<file path="config.mk">
export PLATFORM = sky130hd
export DESIGN_NAME = serial_add_sequencer
export DESIGN_NICKNAME = d
export VERILOG_FILES = /design/src/rtl/serial_add_sequencer.sv
export SDC_FILE = /design/constraint.sdc
export NUM_CORES = 1
export LEC_CHECK = 0
export ABC_CLOCK_PERIOD_IN_PS = 3200
export BUFFER_PORTS_ARGS = -buffer_cell sky130_fd_sc_hd__buf_4
export CORE_UTILIZATION = 25
export DETAILED_ROUTE_END_ITERATION = 10
export PLACE_DENSITY = 0.5
export SETUP_SLACK_MARGIN = 0.2
export SLEW_MARGIN = 30
export SYNTH_ARGS = -nofsm -noshare
export SYNTH_HDL_FRONTEND = slang
export SYNTH_SLANG_ARGS = --single-unit
</file>
<file path="constraint.sdc">
create_clock -name clk -period 3.2 [get_ports clk]
set_input_delay 0.64 -clock clk [delete_from_list [all_inputs] [get_ports clk]]
set_output_delay 0.64 -clock clk [all_outputs]
set_load 0.1 [all_outputs]
</file>
<file path="src/rtl/serial_add_sequencer.sv">
// Bit-serial add controller: feeds operands LSB-first to an external 1-bit full adder,
// collects the returned sum bits and carry, and hands {carry_out,result} downstream.
module serial_add_sequencer #(
  parameter int WIDTH = 8
) (
  input  logic             clk,
  input  logic             rst_n,
  input  logic             in_valid,
  output logic             in_ready,
  input  logic [WIDTH-1:0] op_a,
  input  logic [WIDTH-1:0] op_b,
  input  logic             op_cin,
  output logic             fa_a,
  output logic             fa_b,
  output logic             fa_cin,
  input  logic             fa_sum,
  input  logic             fa_cout,
  output logic             out_valid,
  input  logic             out_ready,
  output logic [WIDTH-1:0] result,
  output logic             carry_out
);

  localparam int CW = (WIDTH > 1) ? $clog2(WIDTH) : 1;
  localparam logic [CW-1:0] LAST_BIT = CW'(WIDTH - 1);

  typedef enum logic [1:0] {
    IDLE = 2'd0,
    RUN  = 2'd1,
    DONE = 2'd2
  } state_t;

  state_t           state;
  logic [WIDTH-1:0] a_sh;
  logic [WIDTH-1:0] b_sh;
  logic [WIDTH-1:0] res_sh;
  logic             carry_q;
  logic [CW-1:0]    bit_cnt;

  // Handshake and adder drive are decoded from registered state only.
  assign in_ready  = (state == IDLE);
  assign out_valid = (state == DONE);
  assign fa_a      = (state == RUN) & a_sh[0];
  assign fa_b      = (state == RUN) & b_sh[0];
  assign fa_cin    = (state == RUN) & carry_q;

  // Sequencer FSM and datapath; result/carry_out are loaded on the last bit and held.
  always_ff @(posedge clk or negedge rst_n) begin
    if (!rst_n) begin
      state     <= IDLE;
      a_sh      <= '0;
      b_sh      <= '0;
      res_sh    <= '0;
      carry_q   <= 1'b0;
      bit_cnt   <= '0;
      result    <= '0;
      carry_out <= 1'b0;
    end else begin
      case (state)
        IDLE: begin
          if (in_valid) begin
            a_sh    <= op_a;
            b_sh    <= op_b;
            carry_q <= op_cin;
            bit_cnt <= '0;
            res_sh  <= '0;
            state   <= RUN;
          end else begin
            state <= IDLE;
          end
        end
        RUN: begin
          res_sh  <= {fa_sum, res_sh[WIDTH-1:1]};
          carry_q <= fa_cout;
          a_sh    <= a_sh >> 1;
          b_sh    <= b_sh >> 1;
          if (bit_cnt == LAST_BIT) begin
            result    <= {fa_sum, res_sh[WIDTH-1:1]};
            carry_out <= fa_cout;
            state     <= DONE;
          end else begin
            bit_cnt <= bit_cnt + CW'(1);
          end
        end
        DONE: begin
          if (out_ready) begin
            state <= IDLE;
          end else begin
            state <= DONE;
          end
        end
        default: begin
          state <= IDLE;
        end
      endcase
    end
  end

endmodule

</file>
==> impl_metrics.ini, run 1 <==
[clocking]
hold_buffers = 0
cts.repair.resized = 0
clock_latency_ps = 290
cts_sinks = 38
cts_tree = done
post_cts_buffers = 0
clockBufferDepth = 2
clkSlewWorstSetupHoldPaths_ps = 70
numCtsBuffers = 5
cts_root_buffer = clkbuf_8
htree_levels = 2

[global_route]
antenna_found_initial = 0
grt_start_max_net_pins = 39
grtUsageTotal_pct = 10.3
grt_overflow = 0
grt_pass1_vias = 1138
grt_pass1_wl_mm = 5.70

[placed_design]
post-place-ws_ps = 1210
routabilityCongestion = 0.638
dp_hpwl_mm = 2.40
post-place-cells = 263
io_buffer_count = 36

[drt]
drtAntennaViolNets = 0
drc_errors = 0
routed-wl-met3_microns = 184
wl_met2_mm = 1.56
vias = 1194
routedWlPerCell_microns = 13.0
drt_iter0_drc = 57
routed_wirelength_mm = 3.53
drt_first_pass_iters = 4
met1_length_mm = 1.75
drt-vias-per-instance = 4.41
routed.top_layer = met4

[sta]
fin_crit_ps = 2270
holdWs_ps = 307
setup_viol = 0
fmax_mhz = 440
timing_hold_violations_final = 0
worst_slack_ps = 926
fin_skew_ps = 6.75
period_share_pct = 71.0
worst_pin_slew_ps = 605
drv_slew = 0
rsz0062_at_grt = false
final.setup.tns_ps = 0
slew_headroom_pct = 59.6

[critical_path]
end_kind = output pin
start_kind = flop
cp.required_ps = 2560
arrival_ps = 1630
crit_type = flop to output pin
cp_max_fo = 12

[synthesis]
synth_cell_types = 30
synth_common_cells = dfrtp_1 (38), inv_1 (10), mux2_2 (9), o221a_2 (9), or4b_1 (9)
synth_edf_count = 0
syn_area_per_cell_sq_um = 12.4
yosys.area.top_type_share_pct = 53.8
async_flop_share_pct = 100
synth_area_leaders = dfrtp_1 (54%), mux2_2 (5.7%), o221a_2 (5.7%)
synthFlopType = dfrtp_1
ys_seq_elements = 38
yosysTopAreaCell = dfrtp_1
synth_area_sq_mm = 0.00177
synth-seq-area-share_pct = 53.8
syn-instance-count = 142
yosysWarnings = 0
synth.net_count = 167
yosysMostFrequentCell = dfrtp_1

[floorplan]
die_area_sq_mm = 0.00741
start_util_pct = 26.0
coreArea_sq_mm = 0.00679
num_io_pins = 37
die_h_microns = 86.1
die_w_microns = 86.1
row_count = 30

[final_layout]
layout-drive-gt1-share_pct = 38.9
nNetsFinal = 199
antenna_cells = 0
syn2layout_area_growth_pct = 26.9
final_cells = 271

[run_status]
outcome = finished, final reports clean

[job]
drv_cap = 0

[min_path]
timing.hold.worst.class = primary input to async pin
==> routing by layer <==
layer / vias up / global-route usage, %
met2: 32 / 13.9
li1: 594 / -
met3: 5 / 3.27
met1: 563 / 15.0
met5: - / 0
met4: 0 / 4.55
==> path summary, 6_finish.rpt <==
path	to	slack [ps]	cells past startpoint	start
min in group clk	res_sh[1]	510	1	res_sh[1]
max	fa_b	930	3	state[0]
min	result[7]	310	1	rst_n
max in group asynchronous	b_sh[0]	2560	1	rst_n
min reg2reg	res_sh[1]	510	1	res_sh[1]
max reg2reg	carry_out	1420	3	state[0]
==> flip-flops by register name (all words and copies together) (netlist names) <==
register   count
res_sh         7
carry_out      1
result         8
carry_q        1
a_sh           8
bit_cnt        3
b_sh           8
state          2
==> worst max-delay path: stages (launching register included) <==
cell      delay (ps)
dfrtp_1          520
nand2b_1         320
nor2_1           190
buf_4            310
==> placed cells by master (no fill, tap or decap), drive strengths merged, types with 3 or more instances in the layout <==
| cell type | n |
|---|---|
| or4b | 9 |
| nor4b | 4 |
| nand3 | 3 |
| dfrtp | 38 |
| nor3b | 6 |
| a211oi | 4 |
| o221a | 9 |
| a22o | 7 |
| nand2b | 3 |
| buf | 39 |
| clkbuf | 6 |
| mux2 | 9 |
| inv | 10 |
| o221ai | 3 |
| nor2b | 3 |
==> through the flow <==
step                util (%)  cell area (sq um)
finish                  33.0               2240
global route            33.0               2240
CTS                     33.0               2240
detailed placement      30.9               2100
global placement        30.9               2100
floorplan                  -               1770
==> area by class of cell <==
class,count,area (sq um)
Clock buffer,6,82.6
Clock inverter,2,60.1
Fill cell,697,4550
Inverter,10,37.5
Multi-Input combinational cell,80,698
Sequential cell,38,951
Tap cell,96,120
Timing Repair Buffer,39,293
==> cells by family (layout without fill, tap and decap cells) <==
logic type | count (synthesis) | after routing | share of synthesized area (%)
flops | 38 | 38 | 53.8
simple gates | 38 | 38 | 16.1
compound gates | 31 | 31 | 16.3
buf+inv | 24 | 57 | 6.66
mux | 9 | 9 | 5.74
fa+ha+maj | 2 | 2 | 1.42
Power of run 1 is left out: the tool's default activity adds up to more than one toggle a clock period on the data nets, which glitch-free logic cannot reach.
==> inputs of run 2 (changes only) <==
ABC_AREA = 1   (was unset)
ABC_CLOCK_PERIOD_IN_PS = 2200   (was 3200)
clock period = 2.2 ns   (was 3.2 ns; I/O delays follow)
==> run 2 against run 1 <==
  * Critical path depth grew 1
  * Synthesized cell count grew 54%
  * Via count grew 22%
  * Flip-flop and latch count is the same
  * Critical endpoint unchanged
==> impl_metrics.ini, run 2 <==
[synthesis]
synth_area_sq_mm = 0.00177
synthFlopType = dfrtp_1
synth_common_cells = nand2_1 (103), dfrtp_1 (38), nand3_1 (21)
synth_area_leaders = dfrtp_1 (54%), nand2_1 (22%), nand3_1 (5.9%)
syn-instance-count = 219
yosys.area.top_type_share_pct = 53.7
synth_cell_types = 16
async_flop_share_pct = 100
synth.net_count = 244
synth-seq-area-share_pct = 53.7
syn_area_per_cell_sq_um = 8.09
yosysWarnings = 0
yosysTopAreaCell = dfrtp_1
ys_seq_elements = 38
yosysMostFrequentCell = nand2_1
synth_edf_count = 0

[final_layout]
antenna_cells = 0
layout_commonest_cell = nand2_1
layout-drive-gt1-share_pct = 21.1
biggestRegsByFlops = a_sh x8, b_sh x8, result x8
postLayoutCoreUtil_pct = 32.5
mostFrequentLayoutCells = nand2_1 (103), buf_4 (39), dfrtp_1 (38)
syn2layout_area_growth_pct = 25.5
nNetsFinal = 280
final_cells = 352

[sta]
worst_slack_ps = 354
timing_hold_violations_final = 0
fin_crit_ps = 1850
period_share_pct = 83.9
worst_pin_slew_ps = 505
fmax_mhz = 542
setup_viol = 0
rsz0062_at_grt = false
fin_skew_ps = 5.08
drv_slew = 0
slew_headroom_pct = 66.3

[clocking]
hold_buffers = 0
cts_sinks = 38
cts.repair.resized = 1
clkSlewWorstSetupHoldPaths_ps = 80
numCtsBuffers = 5
cts_root_buffer = clkbuf_8
post_cts_buffers = 0
clockBufferDepth = 2
clock_latency_ps = 290
cts_tree = done
htree_levels = 2

[drt]
drt_iter0_drc = 72
drt_first_pass_iters = 4
routed_wirelength_mm = 3.84
vias = 1452
routedWlPerCell_microns = 10.9
drc_errors = 0
drtAntennaViolNets = 0
drt-vias-per-instance = 4.13

[power]
p_leak_nw = 1.19
ir_drop_uv = 599
p_per_area_mw_per_mm2 = 1570

[placed_design]
routabilityCongestion = 0.654
post-place-ws_ps = 506
dp_hpwl_mm = 2.51
io_buffer_count = 36
post-place-cells = 344

[floorplan]
num_io_pins = 37
start_util_pct = 25.9
coreArea_sq_mm = 0.00683
die_h_microns = 86.2
row_count = 30
die_w_microns = 86.2
die_area_sq_mm = 0.00743

[global_route]
grtUsageTotal_pct = 11.1
grt_pass1_wl_mm = 6.47
grt_overflow = 0
grt_start_max_net_pins = 39
grt_pass1_vias = 1394
antenna_found_initial = 0

[critical_path]
cp_num_buf_inv = 2
cp_max_fo = 28
critPathMaxStageDelay_ps = 420
end_kind = output pin
path_cells = inv_2, nand2_4, nor2_1, buf_4
cp_slowest_cell = dfrtp_1
start_kind = flop
arrival_ps = 1410
cp.required_ps = 1760
crit_type = flop to output pin
critPathTopFamily = flip-flops

[run_status]
outcome = finished, final reports clean

[min_path]
timing.hold.worst.class = primary input to async pin

[job]
drv_cap = 0
[run 2: worst register-to-register path, stage by stage, from the launching register on]
cell and delay, ps:
dfrtp_1 410, buf_4 240, o21ai_4 370, inv_2 210, nand2_1 120, nand2_1 50
[run 2: kinds of logic after synthesis]
| family | count (synthesis) | synth area share (%) |
|---|---|---|
| AND/OR/NAND/NOR | 134 | 30.8 |
| buffers and inverters | 27 | 8.26 |
| adder cells (fa/ha/maj) | 2 | 1.41 |
| flip-flops | 38 | 53.7 |
| AO/OA/AOI/OAI | 18 | 5.86 |
[run 2: metal layers]
| layer | vias up | routed length, microns | track usage [%] |
|---|---|---|---|
| li1 | 752 | - | - |
| met3 | 7 | 254 | 3.62 |
| met2 | 41 | 1600 | 16.5 |
| met1 | 652 | 1930 | 15.0 |
| met5 | - | 0 | 0 |
| met4 | 0 | 55 | 4.55 |
[run 2: path summary, 6_finish.rpt]
path	start	to	slack, ps	depth (start not counted)
min	rst_n	result[0]	120	1
max	state[1]	fa_b	350	4
min in group clk	out_ready	state[1]	320	2
min reg2reg	a_sh[7]	a_sh[7]	480	2
max in group asynchronous	rst_n	bit_cnt[1]	1730	1
max reg2reg	state[0]	b_sh[4]	690	5
[run 2: layout make-up]
class | count | area (sq um)
Clock inverter | 3 | 40.0
Clock buffer | 5 | 68.8
Timing Repair Buffer | 39 | 293
Fill cell | 752 | 4610
Sequential cell | 38 | 951
Inverter | 17 | 63.8
Tap cell | 96 | 120
Multi-Input combinational cell | 154 | 687
[run 2: report_power, final]
part / switching, mW / internal, mW
Combinational: 1.35 / 0.438
Sequential: 0.143 / 0.976
Clock: 0.253 / 0.334
[run 2: metrics by stage]
step / instance area (sq um) / hold WS (ps) / power [mW] / setup TNS, ps
after floorplan: 1780 / 144 / 2.58 / -787
after global placement: 2110 / 446 / 2.92 / 0
after detailed placement: 2110 / 449 / 2.94 / 0
after CTS: 2220 / 130 / 3.54 / 0
after global routing: 2220 / 145 / 3.75 / 0
final: 2220 / 118 / 3.49 / 0
No activity file was read; power rests on OpenSTA's default activity.
==> inputs of run 3 (changes only) <==
ABC_CLOCK_PERIOD_IN_PS = 1800   (was 2200)
clock period = 1.8 ns   (was 2.2 ns; I/O delays follow)
==> run 3 against run 2 <==
  * Cell count grew 3.1%
  * Count of clock-buffer cells in the layout grew 1
  * Global-route usage grew 1.2 points
  * Sequential share of layout area shrank 3.4 points
  * Flip-flop and latch count is the same
  * Hold slack lost 77 ps
  * Clock power grew 24%
  * Critical endpoint is now out_valid
  * Largest cell class unchanged
==> impl_metrics.ini, run 3 (synthesized netlist as in run 2, its figures left out) <==
[run_status]
outcome = finished, final reports clean

[drt]
routed_wirelength_mm = 3.95
vias = 1468
drt-vias-per-instance = 4.04
drtAntennaViolNets = 0
drc_errors = 0
routedWlPerCell_microns = 10.9
drt_first_pass_iters = 4
drt_iter0_drc = 77

[sta]
setup_viol = 0
worst_slack_ps = 214
period_share_pct = 88.1
final.setup.tns_ps = 0
rsz0062_at_grt = true
worst_pin_slew_ps = 490
timing_hold_violations_final = 0
drv_slew = 0
fin_skew_ps = 2.21
slew_headroom_pct = 67.4
fmax_mhz = 630
fin_crit_ps = 1590

[final_layout]
biggestRegsByFlops = a_sh x8, b_sh x8, result x8
syn2layout_area_growth_pct = 36.6
fillers = 747
seqCellArea_sq_um = 952
final_cells = 363
mostFrequentLayoutCells = nand2_1 (102), buf_4 (44), dfrtp_1 (37)
multi_input_area_sq_um = 721
layout_commonest_cell = nand2_1
postLayoutCoreUtil_pct = 35.4
layout-drive-gt1-share_pct = 26.2
antenna_cells = 0
nNetsFinal = 292

[power]
power_mw = 4.63
p_comb_share_pct = 54.2
power.share.sequential_pct = 30.1
p_int_mw = 2.42
switchingPower_mw = 2.21
ir_drop_uv = 579
p_leak_nw = 1.27
clkPwrFrac_pct = 15.7
swShare_pct = 47.8
p_per_area_mw_per_mm2 = 1910

[placed_design]
post-place-cells = 346
post-place-ws_ps = 148
io_buffer_count = 36
dp_hpwl_mm = 2.70
routabilityCongestion = 0.743

[clocking]
clkSlewWorstSetupHoldPaths_ps = 70
cts_tree = done
clockBufferDepth = 2
hold_buffers = 0
cts_root_buffer = clkbuf_8
numCtsBuffers = 5
cts_sinks = 38
clock_latency_ps = 280
htree_levels = 2

[critical_path]
critPathMaxStageDelay_ps = 490
path_cells = buf_6, nor2_4, buf_12
cp_max_fo = 6
crit_type = flop to output pin
crit_start = state[0]
start_kind = flop
end_kind = output pin
cp.required_ps = 1440
arrival_ps = 1230
cp_slowest_cell = dfrtp_2
r2r_start = state[0]

[global_route]
grt_start_max_net_pins = 39
grt_overflow = 0
grt_pass1_wl_mm = 7.13
grtUsageTotal_pct = 12.4
grt_pass1_vias = 1585
antenna_found_initial = 0

[floorplan]
die_w_microns = 86.2
start_util_pct = 25.9
num_io_pins = 37
die_h_microns = 86.2
row_count = 30
coreArea_sq_mm = 0.00683
die_area_sq_mm = 0.00743

[job]
drv_cap = 0

[min_path]
timing.hold.worst.class = primary input to async pin
-- run 3: cell types whose count changed in the layout (fill, tap and decap cells not counted), moves of 2 or more --
| cell | delta |
|---|---|
| clkinv_2 | -2 |
| nor2_1 | -3 |
| nor2_4 | +3 |
| buf_6 | +2 |
| buf_4 | +5 |
| buf_12 | +4 |
-- run 3: timing repair --
action | in CTS | in global routing
pin swaps | 2 | 3
buffers inserted | 5 | 5
endpoints found under the setup margin | 5 | 23
resized for setup | 19 | 1
-- run 3: metrics by stage --
stage / cell area, sq um / hold WS (ps)
after floorplan: 1810 / 64.4
after global placement: 2150 / 365
after detailed placement: 2150 / 369
after CTS: 2380 / 55.5
after global routing: 2420 / 68.2
final: 2420 / 40.3
-- run 3: worst max-delay path, delay by kind of cell (launching register included) --
family	cells	cell delay, ps
simple gates	1	120
buf+inv	2	340
flops	1	490
-- run 3: layer usage --
metal	global-route usage (%)	up-vias	part of all wire (%)
li1	-	773	-
met1	15.6	660	49
met2	20.9	31	46
met3	2.86	4	3.9
met4	4.09	0	1.2
met5	0	-	0
-- run 3: power groups by stage --
stage | sequential, mW | clock (mW) | combinational [mW]
floorplan | 1.95 | 0 | 1.28
global placement | 1.39 | 0 | 2.28
detailed placement | 1.40 | 0 | 2.29
CTS | 1.40 | 0.755 | 2.48
global route | 1.44 | 0.787 | 2.79
finish | 1.39 | 0.726 | 2.51
-- run 3: worst paths after layout --
check,to,slack [ps],cells past startpoint
setup / recovery,out_valid,210,3
hold / removal,a_sh[3],40,1
setup reg to reg,result[5],430,4
hold reg to reg,a_sh[6],480,2
max in group asynchronous,state[0],1400,1
min in group clk,state[1],280,2
-- run 3: layout make-up --
| cell class | count | share of cell area [%] |
|---|---|---|
| clock buffer | 6 | 3.41 |
| clock inverter | 1 | 1.24 |
| inverter | 17 | 2.74 |
| multi-input combinational | 154 | 29.8 |
| sequential | 38 | 39.3 |
| tap | 96 | 4.96 |
| timing repair buffer | 51 | 18.5 |
